[config.mk]
export PLATFORM = sky130hd
export DESIGN_NAME = maze_sram_arbiter
export DESIGN_NICKNAME = d
export VERILOG_FILES = /design/src/rtl/maze_sram_arbiter.sv
export SDC_FILE = /design/constraint.sdc
export NUM_CORES = 1
export LEC_CHECK = 0
export ABC_AREA = 1
export CAP_MARGIN = 20
export CORE_MARGIN = 2
export CORE_UTILIZATION = 30
export CTS_CLUSTER_DIAMETER = 30
export CTS_CLUSTER_SIZE = 10
export DETAILED_ROUTE_END_ITERATION = 8
export SLEW_MARGIN = 10
export SYNTH_ARGS = -nofsm -noshare
export SYNTH_HDL_FRONTEND = slang
export SYNTH_SLANG_ARGS = --single-unit
[constraint.sdc]
create_clock -name clk -period 1.75 [get_ports clk]
set_input_delay 0.35 -clock clk [delete_from_list [all_inputs] [get_ports clk]]
set_output_delay 0.35 -clock clk [all_outputs]
set_load 0.01 [all_outputs]
[src/rtl/maze_sram_arbiter.sv]
// Map SRAM arbiter: shares the SRAM between the host loader and the maze router.
// Define ARB_STATS_EN to add the last_run_cycles and host_wait outputs.
module maze_sram_arbiter #(
    parameter int ADDR_WIDTH     = 8,
    parameter int DATA_WIDTH     = 8,
    parameter int TIMEOUT_CYCLES = 1023,
    parameter int CNT_WIDTH      = 10
) (
    input  logic                  clk,
    input  logic                  reset,
    input  logic                  host_req,
    output logic                  host_gnt,
    input  logic                  host_cs,
    input  logic                  host_we,
    input  logic [ADDR_WIDTH-1:0] host_addr,
    input  logic [DATA_WIDTH-1:0] host_wdata,
    input  logic                  run,
    output logic                  busy,
    output logic                  job_done,
    output logic                  status_fail,
    output logic                  status_timeout,
    output logic [7:0]            job_count,
`ifdef ARB_STATS_EN
    output logic [CNT_WIDTH-1:0]  last_run_cycles,
    output logic                  host_wait,
`endif
    output logic                  rtr_reset,
    output logic                  rtr_start,
    input  logic                  rtr_cs,
    input  logic                  rtr_we,
    input  logic [ADDR_WIDTH-1:0] rtr_addr,
    input  logic [DATA_WIDTH-1:0] rtr_wdata,
    input  logic                  rtr_done,
    input  logic                  rtr_fail,
    output logic                  sram_cs,
    output logic                  sram_we,
    output logic [ADDR_WIDTH-1:0] sram_addr,
    output logic [DATA_WIDTH-1:0] sram_wdata
);

    typedef enum logic [2:0] {
        IDLE,
        HOST,
        START,
        RUN,
        FINISH
    } state_t;

    localparam logic [CNT_WIDTH-1:0] TIMER_LAST = CNT_WIDTH'(TIMEOUT_CYCLES - 1);

    state_t               state;
    state_t               state_nxt;
    logic                 run_pend;
    logic                 pend_nxt;
    logic [CNT_WIDTH-1:0] timer;
    logic                 time_up;
    logic                 run_end;

    assign time_up = (timer == TIMER_LAST);
    assign run_end = (state == RUN) && (rtr_done || time_up);

    // Host always wins in IDLE; a run seen at any other moment is parked in run_pend.
    always_comb begin
        state_nxt = state;
        pend_nxt  = run_pend | run;
        case (state)
            IDLE: begin
                if (host_req) begin
                    state_nxt = HOST;
                end else if (run || run_pend) begin
                    state_nxt = START;
                    pend_nxt  = 1'b0;
                end
            end
            HOST: begin
                if (!host_req) state_nxt = IDLE;
            end
            START: state_nxt = RUN;
            RUN: begin
                if (rtr_done || time_up) state_nxt = FINISH;
            end
            FINISH: state_nxt = IDLE;
            default: state_nxt = IDLE;
        endcase
    end

    always_ff @(posedge clk) begin
        if (reset) begin
            state          <= IDLE;
            run_pend       <= 1'b0;
            timer          <= '0;
            host_gnt       <= 1'b0;
            busy           <= 1'b0;
            job_done       <= 1'b0;
            status_fail    <= 1'b0;
            status_timeout <= 1'b0;
            job_count      <= 8'd0;
            rtr_start      <= 1'b0;
            rtr_reset      <= 1'b1;
        end else begin
            state     <= state_nxt;
            run_pend  <= pend_nxt;
            host_gnt  <= (state_nxt == HOST);
            rtr_start <= (state_nxt == START);
            rtr_reset <= !(state_nxt inside {START, RUN});
            job_done  <= (state_nxt == FINISH);
            busy      <= pend_nxt || (state_nxt inside {START, RUN, FINISH});
            if (state == START) begin
                timer <= '0;
            end else if (state == RUN) begin
                timer <= timer + 1'b1;
            end
            // Done beats a timeout that lands in the same cycle.
            if (run_end) begin
                status_fail    <= rtr_done & rtr_fail;
                status_timeout <= !rtr_done;
                job_count      <= job_count + 8'd1;
            end
        end
    end

`ifdef ARB_STATS_EN
    always_ff @(posedge clk) begin
        if (reset) begin
            last_run_cycles <= '0;
            host_wait       <= 1'b0;
        end else begin
            if (run_end) last_run_cycles <= timer + 1'b1;
            if (host_req && (state inside {START, RUN, FINISH})) host_wait <= 1'b1;
        end
    end
`endif

    always_comb begin
        sram_cs    = 1'b0;
        sram_we    = 1'b0;
        sram_addr  = '0;
        sram_wdata = '0;
        if (state == HOST) begin
            sram_cs    = host_cs;
            sram_we    = host_we;
            sram_addr  = host_addr;
            sram_wdata = host_wdata;
        end else if (state == START || state == RUN) begin
            sram_cs    = rtr_cs;
            sram_we    = rtr_we;
            sram_addr  = rtr_addr;
            sram_wdata = rtr_wdata;
        end
    end

endmodule

==> impl_metrics.json <==
{
  "cts_post_setup_buffers_inserted": 0,
  "drtPass1Iterations": 4,
  "cp_slowest_stage_delay_ns": 0.58,
  "path_cells": "clkdlybuf4s50_1",
  "top_layer": "met4",
  "grtUsageTotal_pct": 14.9,
  "largest_register_ffs": 10,
  "die_area_mm2": 0.00598,
  "status": "finished, final reports clean",
  "antenna_found_initial": 0,
  "p_int_mw": 1.16,
  "synth_fp_nets": 250,
  "wl_per_cell_um": 12.1,
  "layout-drive-gt1-share_pct": 20.2,
  "num_rows": 26,
  "synth_area_leaders": "dfxtp_1 36%, a32o_1 11%, nand2_1 9.1%",
  "path_clk_slew_ns": 0.06,
  "tns_ns": 0,
  "synth_edf_count": 0,
  "synth-seq-cells": 29,
  "setup_viol": 0,
  "maxSlewViolCount": 0,
  "endpoint_kind": "output pin",
  "timing.hold.ws_ns": 0.465,
  "die_y_um": 77.3,
  "die_w_um": 77.3,
  "cp_data_required_time_ns": 1.40,
  "overflow": 0,
  "path_delay_family": "buffers and inverters",
  "wl_met1_um": 2010,
  "initial_core_util_pct": 31.4,
  "dr_wl_met2_um": 1990,
  "largestRegisters": "timer x10, job_count x8, state x3",
  "synth_flop_cell": "dfxtp_1",
  "fin_nets": 333,
  "portBuffers": 74,
  "cap_violations": 0,
  "synth_area_mm2": 0.00161,
  "min_period_over_period_pct": 94.6,
  "wl_met3_um": 235,
  "yosys.area.top_type": "dfxtp_1",
  "regMostFlops": "timer",
  "clock-root-buffer": "clkbuf_8",
  "synth_warnings": 0,
  "cts_num_sinks": 29,
  "drc_errors": 0,
  "placedCellCount": 351,
  "cp-start-kind": "register",
  "critical_path_class": "register to output pin",
  "path_max_fanout": 7,
  "cts_max_level": 2,
  "max_freq_ghz": 0.604,
  "yosysSeqAreaShare_pct": 36.0,
  "ios": 75,
  "final_cells": 357,
  "routed-via-count": 1698,
  "globalplace.congestion": 0.765,
  "finish.instance_area_mm2": 0.00250,
  "synth_cell_types": 31,
  "antenna_cells": 0,
  "grt_pass1_wl_um": 7330,
  "p_sw_mw": 0.430,
  "powerDensity_mw_per_mm2": 636,
  "slew_headroom_pct": 75.8,
  "synth.top_cell.area_share_pct": 36.0,
  "ir_drop_mv": 0.425,
  "p_seq_share_pct": 43.7,
  "syn_to_final_growth_pct": 54.9,
  "cts_buffers": 5,
  "first_global_vias": 1649,
  "clk_path_buf_depth": 2,
  "coreArea_mm2": 0.00514,
  "insertion_delay_ns": 0.28,
  "rsz0062_at_grt": "no",
  "hp-class": "register to register",
  "crit_buf_inv": 1,
  "synth_commonest_cells": "39 x nand2_1, 29 x dfxtp_1, 22 x inv_1, 18 x a32o_1",
  "syn_avg_cell_area_um2": 7.87,
  "total_power_mw": 1.59,
  "async_reset_ff_share_pct": 0,
  "vias_per_cell": 4.76,
  "worst_pin_slew_ns": 0.360,
  "routed_wl_um": 4310,
  "fin_worst_skew_ns": 0.00644,
  "postSynthCellCount": 205,
  "sw_frac_of_total_pct": 27.1,
  "post_dp_cell_area_mm2": 0.00251,
  "synth.most_common_cell": "nand2_1",
  "drtAntennaViolNets": 0,
  "critical_path_arrival_ns": 1.30,
  "clock_power_share_pct": 32.0,
  "p_leak_nw": 1.03,
  "hpwl_um": 3180,
  "finalHoldViolCount": 0,
  "grt_max_degree": 20,
  "cpMaxStageDelayCell": "clkdlybuf4s50_1",
  "p_comb_share_pct": 24.3,
  "drtIter0Drc": 81,
  "cts_tree": "built",
  "fin_crit_ns": 1.65
}
-- through the flow --
step	worst slack, ns	util, %
floorplan	0.396	-
global placement	-0.116	48.8
detailed placement	-0.122	48.8
CTS	0.00257	50.4
global route	0.0498	48.6
finish	0.0951	48.6
-- power groups by stage --
stage / clock network, mW / registers, mW / logic, mW
after global routing: 0.552 / 0.696 / 0.422
final: 0.508 / 0.694 / 0.387
after detailed placement: 0 / 0.707 / 0.433
after floorplan: 0 / 0.712 / 0.167
after global placement: 0 / 0.707 / 0.433
after CTS: 0.530 / 0.694 / 0.417
-- area by class of cell --
class | instances | area (µm²)
fillers | 547 | 2640
multi-input cells | 142 | 886
repair buffers | 86 | 778
flip-flops and latches | 29 | 583
inverters | 24 | 90.1
well taps | 70 | 87.6
clock buffers | 5 | 68.8
clock inverters | 1 | 5.00
-- routing by layer --
| layer | GRT usage [%] | vias up |
|---|---|---|
| met1 | 19.0 | 767 |
| met3 | 4.71 | 8 |
| met2 | 23.4 | 55 |
| met5 | 0 | - |
| li1 | - | 868 |
| met4 | 5.89 | 0 |
-- logic make-up (layout without fill, tap and decap cells) --
logic type	after synthesis	after routing	share of synthesized area, %
adders and majority gates	3	3	2.33
xor gates and xnor gates	3	3	1.63
AOI/OAI and AO/OA	40	40	18.9
and+or+nand+nor	96	96	31.9
DFF	29	29	36.0
buffers and inverters	34	116	9.23
-- path summary, 6_finish.rpt --
kind	from	to	slack, ns	depth (start not counted)
worst max-delay path	job_count[0]	job_count[0]	0.1	1
worst min-delay path	timer[7]	timer[7]	0.46	2
worst max register to register	timer[0]	state[1]	0.33	11
worst min register to register	timer[7]	timer[7]	0.46	2
-- repair_timing --
item                       4_1_cts  5_1_grt
setup endpoints to repair       18       18
hold buffers                     0        0
resized for setup               43       18
-- cells in the final DEF, fill, tap and decap left out, types with 2 or more instances in the layout --
master           instances
nand3b_1                 4
nor2_2                   2
dfxtp_1                 27
a32o_1                  18
xnor2_1                  2
nand2_2                  7
buf_12                   3
dfxtp_2                  2
nand2_1                 38
clkbuf_2                15
a21oi_1                 17
nand2_4                  2
nand3_1                 17
nor3_4                   2
ha_1                     3
inv_1                   21
clkdlybuf4s50_1         56
buf_2                    3
nand4_1                  5
inv_2                    3
buf_4                    9
clkbuf_8                 5
o21ai_0                  2
nor2_1                  13
No activity file was read; power rests on OpenSTA's default activity.
